<file path="src/rtl/fetch_ctrl_if.sv">
// Instruction-memory read bus between the fetch controller and instruction memory.
//   req   : read request, held until ack
//   addr  : word-aligned fetch address, held until ack
//   ack   : read data valid this cycle (only meaningful while req=1)
//   rdata : instruction word, valid when ack=1
// master = fetch controller side, slave = memory side.
interface fetch_ctrl_if;
    logic        req;
    logic [31:0] addr;
    logic        ack;
    logic [31:0] rdata;

    modport master (output req, output addr, input ack, input rdata);
    modport slave  (input req, input addr, output ack, output rdata);
endinterface

</file>
<file path="src/rtl/fetch_ctrl.sv">
// Instruction fetch controller: owns the fetch PC, issues instruction-memory
// reads and fills the IF/ID slot. Handles ID stalls with a one-word skid
// buffer and branch/jump redirects, including a redirect that arrives while
// a memory read is still outstanding (the read is drained and discarded).
// Ports:
//   clk         : clock, rising-edge active
//   rst         : asynchronous active-low reset
//   imem        : instruction-memory bus (fetch_ctrl_if.master)
//   stall       : ID hazard stall, holds the IF/ID slot
//   redirect    : taken branch/jump resolved in ID this cycle
//   redirect_pc : redirect target, low two bits ignored
//   if_valid    : IF/ID slot holds a real instruction
//   if_instr    : IF/ID instruction
//   if_pc       : address of if_instr
//   if_pcplus4  : if_pc + 4
module fetch_ctrl #(
    parameter logic [31:0] RESET_PC = 32'h0000_3000
) (
    input  logic               clk,
    input  logic               rst,
    fetch_ctrl_if.master       imem,
    input  logic               stall,
    input  logic               redirect,
    input  logic [31:0]        redirect_pc,
    output logic               if_valid,
    output logic [31:0]        if_instr,
    output logic [31:0]        if_pc,
    output logic [31:0]        if_pcplus4
);

    typedef enum logic [1:0] {IDLE, FETCH, HOLD, DRAIN} state_t;

    state_t      state_q, state_d;
    logic [31:0] pc_q, pc_d;
    logic [31:0] drain_addr_q, drain_addr_d;
    logic [31:0] buf_q, buf_d;
    logic        valid_q, valid_d;
    logic [31:0] instr_q, instr_d;
    logic [31:0] ifpc_q, ifpc_d;
    logic [31:0] ifpc4_q, ifpc4_d;

    logic        redirect_ok;
    logic [31:0] target;
    logic [31:0] pc_inc;

    // A redirect under stall comes from an instruction ID has not finished
    // resolving, so it only counts when the stall is low.
    assign redirect_ok = redirect & ~stall;
    assign target      = redirect_pc & 32'hFFFF_FFFC;
    assign pc_inc      = pc_q + 32'd4;

    always_comb begin
        state_d      = state_q;
        pc_d         = pc_q;
        drain_addr_d = drain_addr_q;
        buf_d        = buf_q;
        valid_d      = valid_q;
        instr_d      = instr_q;
        ifpc_d       = ifpc_q;
        ifpc4_d      = ifpc4_q;
        imem.req     = 1'b0;
        imem.addr    = pc_q;

        unique case (state_q)
            IDLE: begin
                state_d = FETCH;
                if (redirect_ok) pc_d = target;
            end

            FETCH: begin
                imem.req = 1'b1;
                if (imem.ack) begin
                    if (redirect_ok) begin
                        // Returned word is wrong-path; refetch from the target.
                        pc_d    = target;
                        valid_d = 1'b0;
                    end else if (stall) begin
                        // ID cannot take the word yet: park it in the skid buffer.
                        buf_d   = imem.rdata;
                        pc_d    = pc_inc;
                        state_d = HOLD;
                    end else begin
                        instr_d = imem.rdata;
                        ifpc_d  = pc_q;
                        ifpc4_d = pc_inc;
                        valid_d = 1'b1;
                        pc_d    = pc_inc;
                    end
                end else if (redirect_ok) begin
                    // The read in flight cannot be cancelled on the bus, so
                    // remember its address and wait out the ack in DRAIN.
                    pc_d         = target;
                    valid_d      = 1'b0;
                    drain_addr_d = pc_q;
                    state_d      = DRAIN;
                end else if (!stall) begin
                    valid_d = 1'b0;
                end
            end

            HOLD: begin
                if (!stall) begin
                    state_d = FETCH;
                    if (redirect_ok) begin
                        pc_d    = target;
                        valid_d = 1'b0;
                    end else begin
                        // pc already advanced past the buffered word.
                        instr_d = buf_q;
                        ifpc_d  = pc_q - 32'd4;
                        ifpc4_d = pc_q;
                        valid_d = 1'b1;
                    end
                end
            end

            DRAIN: begin
                imem.req  = 1'b1;
                imem.addr = drain_addr_q;
                if (redirect_ok) pc_d = target;
                if (imem.ack) state_d = FETCH;
            end

            default: state_d = IDLE;
        endcase
    end

    always_ff @(posedge clk or negedge rst) begin
        if (!rst) begin
            state_q      <= IDLE;
            pc_q         <= RESET_PC;
            drain_addr_q <= RESET_PC;
            buf_q        <= '0;
            valid_q      <= 1'b0;
            instr_q      <= '0;
            ifpc_q       <= '0;
            ifpc4_q      <= 32'd4;
        end else begin
            state_q      <= state_d;
            pc_q         <= pc_d;
            drain_addr_q <= drain_addr_d;
            buf_q        <= buf_d;
            valid_q      <= valid_d;
            instr_q      <= instr_d;
            ifpc_q       <= ifpc_d;
            ifpc4_q      <= ifpc4_d;
        end
    end

    assign if_valid   = valid_q;
    assign if_instr   = instr_q;
    assign if_pc      = ifpc_q;
    assign if_pcplus4 = ifpc4_q;

endmodule

</file>
<file path="src/flat_wrapper.sv">
// flat-port wrapper written by rule: the top's interface ports become plain ports
module fetch_ctrl_flat 
#(
    parameter logic [31:0] RESET_PC = 32'h0000_3000
)
  (clk, rst, stall, redirect, redirect_pc, if_valid, if_instr, if_pc, if_pcplus4, imem_req, imem_addr, imem_ack, imem_rdata);
  fetch_ctrl_if imem_i ();
  input  logic clk;
  input  logic rst;
  input  logic stall;
  input  logic redirect;
  input  logic [31:0] redirect_pc;
  output logic if_valid;
  output logic [31:0] if_instr;
  output logic [31:0] if_pc;
  output logic [31:0] if_pcplus4;
  output wire logic [$bits(imem_i.req)-1:0] imem_req;
  output wire logic [$bits(imem_i.addr)-1:0] imem_addr;
  input wire logic [$bits(imem_i.ack)-1:0] imem_ack;
  input wire logic [$bits(imem_i.rdata)-1:0] imem_rdata;
  assign imem_req = imem_i.req;
  assign imem_addr = imem_i.addr;
  assign imem_i.ack = imem_ack;
  assign imem_i.rdata = imem_rdata;
  fetch_ctrl #(.RESET_PC(RESET_PC)) u_core (.clk(clk), .rst(rst), .imem(imem_i), .stall(stall), .redirect(redirect), .redirect_pc(redirect_pc), .if_valid(if_valid), .if_instr(if_instr), .if_pc(if_pc), .if_pcplus4(if_pcplus4));
endmodule
</file>
<file path="config.mk">
export PLATFORM = sky130hd
export DESIGN_NAME = fetch_ctrl_flat
export DESIGN_NICKNAME = d
export VERILOG_FILES = /design/src/rtl/fetch_ctrl_if.sv /design/src/rtl/fetch_ctrl.sv /design/src/flat_wrapper.sv
export SDC_FILE = /design/constraint.sdc
export NUM_CORES = 1
export LEC_CHECK = 0
export CAP_MARGIN = 0
export CORE_MARGIN = 8
export CORE_UTILIZATION = 35
export CTS_CLUSTER_SIZE = 40
export DETAILED_ROUTE_END_ITERATION = 12
export HOLD_SLACK_MARGIN = 0.05
export PLACE_DENSITY = 0.68
export SYNTH_ARGS = -nofsm -noshare
export SYNTH_HDL_FRONTEND = slang
export SYNTH_SLANG_ARGS = --single-unit
export TNS_END_PERCENT = 50
</file>
<file path="constraint.sdc">
create_clock -name clk -period 3.4 [get_ports clk]
set_input_delay 1.02 -clock clk [delete_from_list [all_inputs] [get_ports clk]]
set_output_delay 1.02 -clock clk [all_outputs]
set_load 0.005 [all_outputs]
</file>
# Word-level counts from Yosys, hierarchy flattened
# Cells that the tools add are included.
dict set report classes {
  add_sub_neg 2
  eq_ne 13
  n_mux 40
  bitwise 4
  n_reduce_logical 9
}
# cell count
set op_table {}
lappend op_table {{32-bit 2-to-1 mux} 20}
lappend op_table {{32-bit one-hot mux with 2 select lines} 3}
lappend op_table {{32-bit one-hot mux with 3 select lines} 1}
lappend op_table {{32-bit by 3-bit adder with 32-bit output, second input constant} 1}
lappend op_table {{32-bit by 3-bit subtractor with 32-bit output, second input constant} 1}
lappend op_table {{2-bit 2-to-1 mux} 6}
lappend op_table {{2-bit != test, second input constant} 6}
lappend op_table {{3-bit by 2-bit != test with 1-bit output, second input constant} 3}
lappend op_table {{1-bit 2-to-1 mux} 8}
lappend op_table {{2-bit one-hot mux with 4 select lines} 1}
lappend op_table {{3-bit AND reduction} 2}
lappend op_table {{6-bit AND reduction} 1}
lappend op_table {{5-bit AND reduction} 1}
lappend op_table {{2-bit equality test, second input constant} 2}
lappend op_table {{4-bit AND reduction} 1}
lappend op_table {{2-bit OR reduction} 2}
lappend op_table {{3-bit != test, second input constant} 1}
lappend op_table {{1-bit NOT} 3}
lappend op_table {{2-bit by 1-bit equality test with 1-bit output, second input constant} 1}
lappend op_table {{2-bit logical NOT} 1}
lappend op_table {{1-bit one-hot mux with 2 select lines} 1}
lappend op_table {{2-bit nonzero test} 1}
lappend op_table {{1-bit AND} 1}
dict set report word_totals {
  register_bits 195
  in_bits 69
  out_inout_bits 130
  word_cells 76
}

# Longest topological paths before layout
dict set report depth {
  word_depth 5
  depth_mapped 10
  depth_no_buf 7
}

# Worst setup path before layout
# Ideal clock, no wire load.
dict set report synth_timing {
  kind {input to register}
  start {in stall}
  end {reg u_core.ifpc4_q[29], in the netlist u_core.if_pcplus4[29]}
  arrival_time_ps 2549
  required_time_ps 3317
  path_slack_ps 769
  stages 9
  n_path_buf 4
  cell_sequence {clkbuf_1 > nor2_1 > a21oi_1 > or2_2 > clkbuf_1 > clkbuf_1 > buf_1 > nand2_1 > o21ai_0}
}
dict set report synth_via {
  elab_chain_cells 4
}
# element line
set synth_lines {}
lappend synth_lines {{from (decl)} flat_wrapper.sv:10} ;# input logic stall;
lappend synth_lines {{1-bit NOT} fetch_ctrl.sv:48} ;# assign redirect_ok = redirect & ~stall;
lappend synth_lines {{1-bit AND} fetch_ctrl.sv:48}
lappend synth_lines {{2-bit != test (no source line)} --}
lappend synth_lines {{6-bit AND reduction (no source line) *} --}
lappend synth_lines {{to (signal assigned)} fetch_ctrl.sv:146} ;# ifpc4_q <= ifpc4_d;
lappend synth_lines {{to (decl)} fetch_ctrl.sv:40} ;# logic [31:0] ifpc4_q, ifpc4_d;
# Mark *: on every way between the ends. The rest lies on a longest branch, timed or not.
# A chain may end at the register's enable or synchronous reset.

# Final worst setup path
dict set report layout_timing {
  start {reg u_core.state_q[1]}
  end {out imem_addr[31]}
}
dict set report layout_via {
  elab_chain_cells 2
}
# element line
set layout_lines {}
lappend layout_lines {{from (decl)} fetch_ctrl.sv:33} ;# state_t state_q, state_d;
lappend layout_lines {{from (signal assigned)} fetch_ctrl.sv:139} ;# state_q <= state_d;
lappend layout_lines {{2-bit equality test} fetch_ctrl.sv:64} ;# unique case (state_q)
lappend layout_lines {{32-bit 2-to-1 mux} fetch_ctrl.sv:64}
lappend layout_lines {{to (decl)} flat_wrapper.sv:18} ;# output wire logic [$bits(imem_i.addr)-1:0] imem_addr;
# No other way between the ends.

==> run summary <==
pin count of the biggest net entering global routing: 73
top cell type's share of synthesized area: 47.8%
Area Overhead vs Synth: 31.1%
pre-CTS WS: 214 ps
Mapped Area: 0.00983 mm²
Crit. End Element: primary output
share of cells above drive strength 1: 15.8%
Hold Path Depth: 2
worst reg2reg path depth: 7
Critical Path AT: 2220 ps
setup TNS: 0 ps
Hold Crit Class: register to register
critical-path cell list: ha_4 > buf_12 > mux2_2 > clkdlybuf4s50_1
Via density: 5.23
post-DR wirelength/cell: 19.2 µm
final setup vio count: 0
Worst Skew: 20.6 ps
Slowest Stage Delay on Critical Path: 480 ps
Clock Path Buffers: 2
Final ANT Viol Nets: 0
headroom to the max-slew limit: 56.2%
Slew Viols, Final: 0
Top Ports: 199
cells after synthesis: 989
fin util: 46.5%
top post-synthesis cells by area: dfrtp_1 48%, mux2_2 11%, o21ai_0 5.6%, nand2_1 5.3%, mux2i_1 3.5%
Pre-Repair DR Iteration Count: 6
global-route wire length before repair: 46,900 µm
highest net fanout along the worst path: 13
Syn Nets: 1,063
Reg-to-Reg End: u_core.if_pc[31]$_DFFE_PN0P_
CTS tree: yes
Clock Latency Late Sink: 450 ps
initial antenna violation count: 1
clock root cell: clkbuf_16
ys async rst share: 100%
post-DP HPWL: 21,200 µm
vias post-DR: 8,076
die width: 184 µm
Routed WL: 29,600 µm
DIE AREA: 0.0337 mm²
Critical Path Start Type: register
maximum clock frequency: 0.308 GHz
EDFF count, synth: 0
Worst Hold End: u_core.if_pcplus4[2]$_DFFE_PN1P_
commonest cells in the netlist: 188 x dfrtp_1, 140 x nand2_1, 110 x o21ai_0
required time worst endpoint: 2380 ps
YS warnings: 0
Main synth FF type: dfrtp_1
cell area after layout: 0.0129 mm²
slew at the pin closest to its max-slew limit: 657 ps
Worst Hold Margin: 476 ps
Pleak: 5.05 nW
drt drc: 0
hold path startpoint: u_core.if_pcplus4[2]$_DFFE_PN1P_
Distinct cells, synth: 56
number of global-route vias before repair: 8,245
Synth area leader: dfrtp_1
Row Count: 61
CTS Buf Count: 17
Initial Util: 35.5%
Worst Slack Setup Final: 155 ps
All-Layer GR Usage: 17.8%
Synth Area per Inst: 9.94 µm²
outcome: completed
GPL Wtd Cong: 0.830
Tcrit/Tclk final: 95.4%
H-tree levels: 4
Setup CP Type: register to primary output
PwrDens: 904 mW/mm²
Max VDD drop: 367 µV
RSZ-0062 raised after global routing: false
core area: 0.0277 mm²
GRT overflow: 0
flops & latches, synth: 193
Die Y: 184 µm
number of port buffers: 196
min cycle time layout: 3240 ps
register area share after synthesis: 49.2%
r2r startpoint: u_core.state_q[0]$_DFFE_PN0P_
most common cell in the netlist: dfrtp_1
Clock transition at path regs: 70 ps
Fin. Hold Viols: 0
initial drt markers: 612
max-cap violations: 0
Placement Cell Area: 0.0123 mm²
r2r setup slk: 580 ps
Crit-path slowest cell: clkdlybuf4s50_1
fin nets: 1,225
clock sink count: 193
[cells by family (layout without fill, tap and decap cells)]
group	after synthesis	in the layout	synth area share, %
compound gates	191	191	11.1
xor+xnor	53	53	4.72
fa+ha+maj	5	5	0.636
buf+inv	99	274	4.02
flops	193	193	49.2
mux	128	128	14.2
other cells	0	1	0
simple gates	320	320	16.1
[cell usage in the layout (no fill, tap or decap), drive strengths merged, types with 6 or more instances in the layout]
cell type / synthesis / layout
or4: 9 / 9
and3: 8 / 8
nand3: 19 / 19
mux2: 94 / 94
inv: 7 / 14
nand4: 15 / 15
xor2: 19 / 19
buf: 19 / 39
mux2i: 34 / 34
nor2: 41 / 41
nor4: 18 / 18
o22ai: 11 / 11
a31oi: 7 / 7
xnor2: 34 / 34
o31ai: 6 / 6
and2: 6 / 6
nand2: 140 / 140
nor3: 29 / 29
dfrtp: 188 / 188
a21oi: 26 / 26
o21ai: 110 / 110
clkdlybuf4s50: 0 / 195
clkbuf: 73 / 19
a22oi: 6 / 6
[timing repair]
| action | CTS | global route |
|---|---|---|
| hold buffers | 0 | 0 |
| gates resized for setup | 1 | 0 |
| setup buffers | 0 | 0 |
| endpoints found under the setup margin | 5 | 0 |
[worst max path at each step]
stage                                              from                                end  cells past startpoint
after floorplan                                   stall  u_core.if_pcplus4[29]$_DFFE_PN0P_                      9
after global placement                            stall       u_core.if_pc[22]$_DFFE_PN0P_                      6
after detailed placement                          stall       u_core.if_pc[21]$_DFFE_PN0P_                      6
after CTS                 u_core.state_q[1]$_DFFE_PN0P_                      imem_addr[30]                      4
after global routing      u_core.state_q[1]$_DFFE_PN0P_                       imem_addr[1]                      4
final                     u_core.state_q[1]$_DFFE_PN0P_                      imem_addr[31]                      4
[stage by stage]
stage                     instances  power (mW)
after CTS                      1542        11.8
after global placement         1510        9.48
final                          1543        11.7
after floorplan                 989        6.80
after global routing           1542        12.5
after detailed placement       1510        9.62
[per-layer routing]
layer / GRT usage, % / up-vias / share of wire [%]
li1: - / 3820 / -
met1: 22.6 / 3952 / 44
met5: 0 / - / 0.044
met3: 7.25 / 31 / 9.8
met2: 27.3 / 271 / 45
met4: 5.37 / 2 / 1.9
[state kept, by name (all words and copies together), names as in the netlist]
| name | count |
|---|---|
| u_core.if_pcplus4 | 32 |
| u_core.if_valid | 1 |
| u_core.if_pc | 30 |
| u_core.if_instr | 32 |
| u_core.drain_addr_q | 32 |
| u_core.state_q | 2 |
| u_core.buf_q | 32 |
| u_core.pc_q | 32 |
[area by class of cell]
class                   count  area [µm²]
diodes                      1        2.50
clock buffers              18         439
clock inverters            14         168
fillers                  2596       14800
inverters                   7        26.3
multi-input cells         697        4630
flip-flops and latches    193        4840
well taps                 378         473
repair buffers            235        2310
[power breakdown]
part,switching (mW),total (mW),internal [mW]
sequential,0.784,4.16,3.38
clock,0.988,2.12,1.13
combinational,2.50,5.37,2.87
total,4.28,11.7,7.38
[worst max-delay path, delay by kind of cell (launching register included)]
family / cells / cell delay [ps]
adder cells (fa/ha/maj): 1 / 310
flip-flops: 1 / 460
buffers and inverters: 2 / 660
multiplexers: 1 / 360
Note: power is estimated with default switching activity, not from simulation.
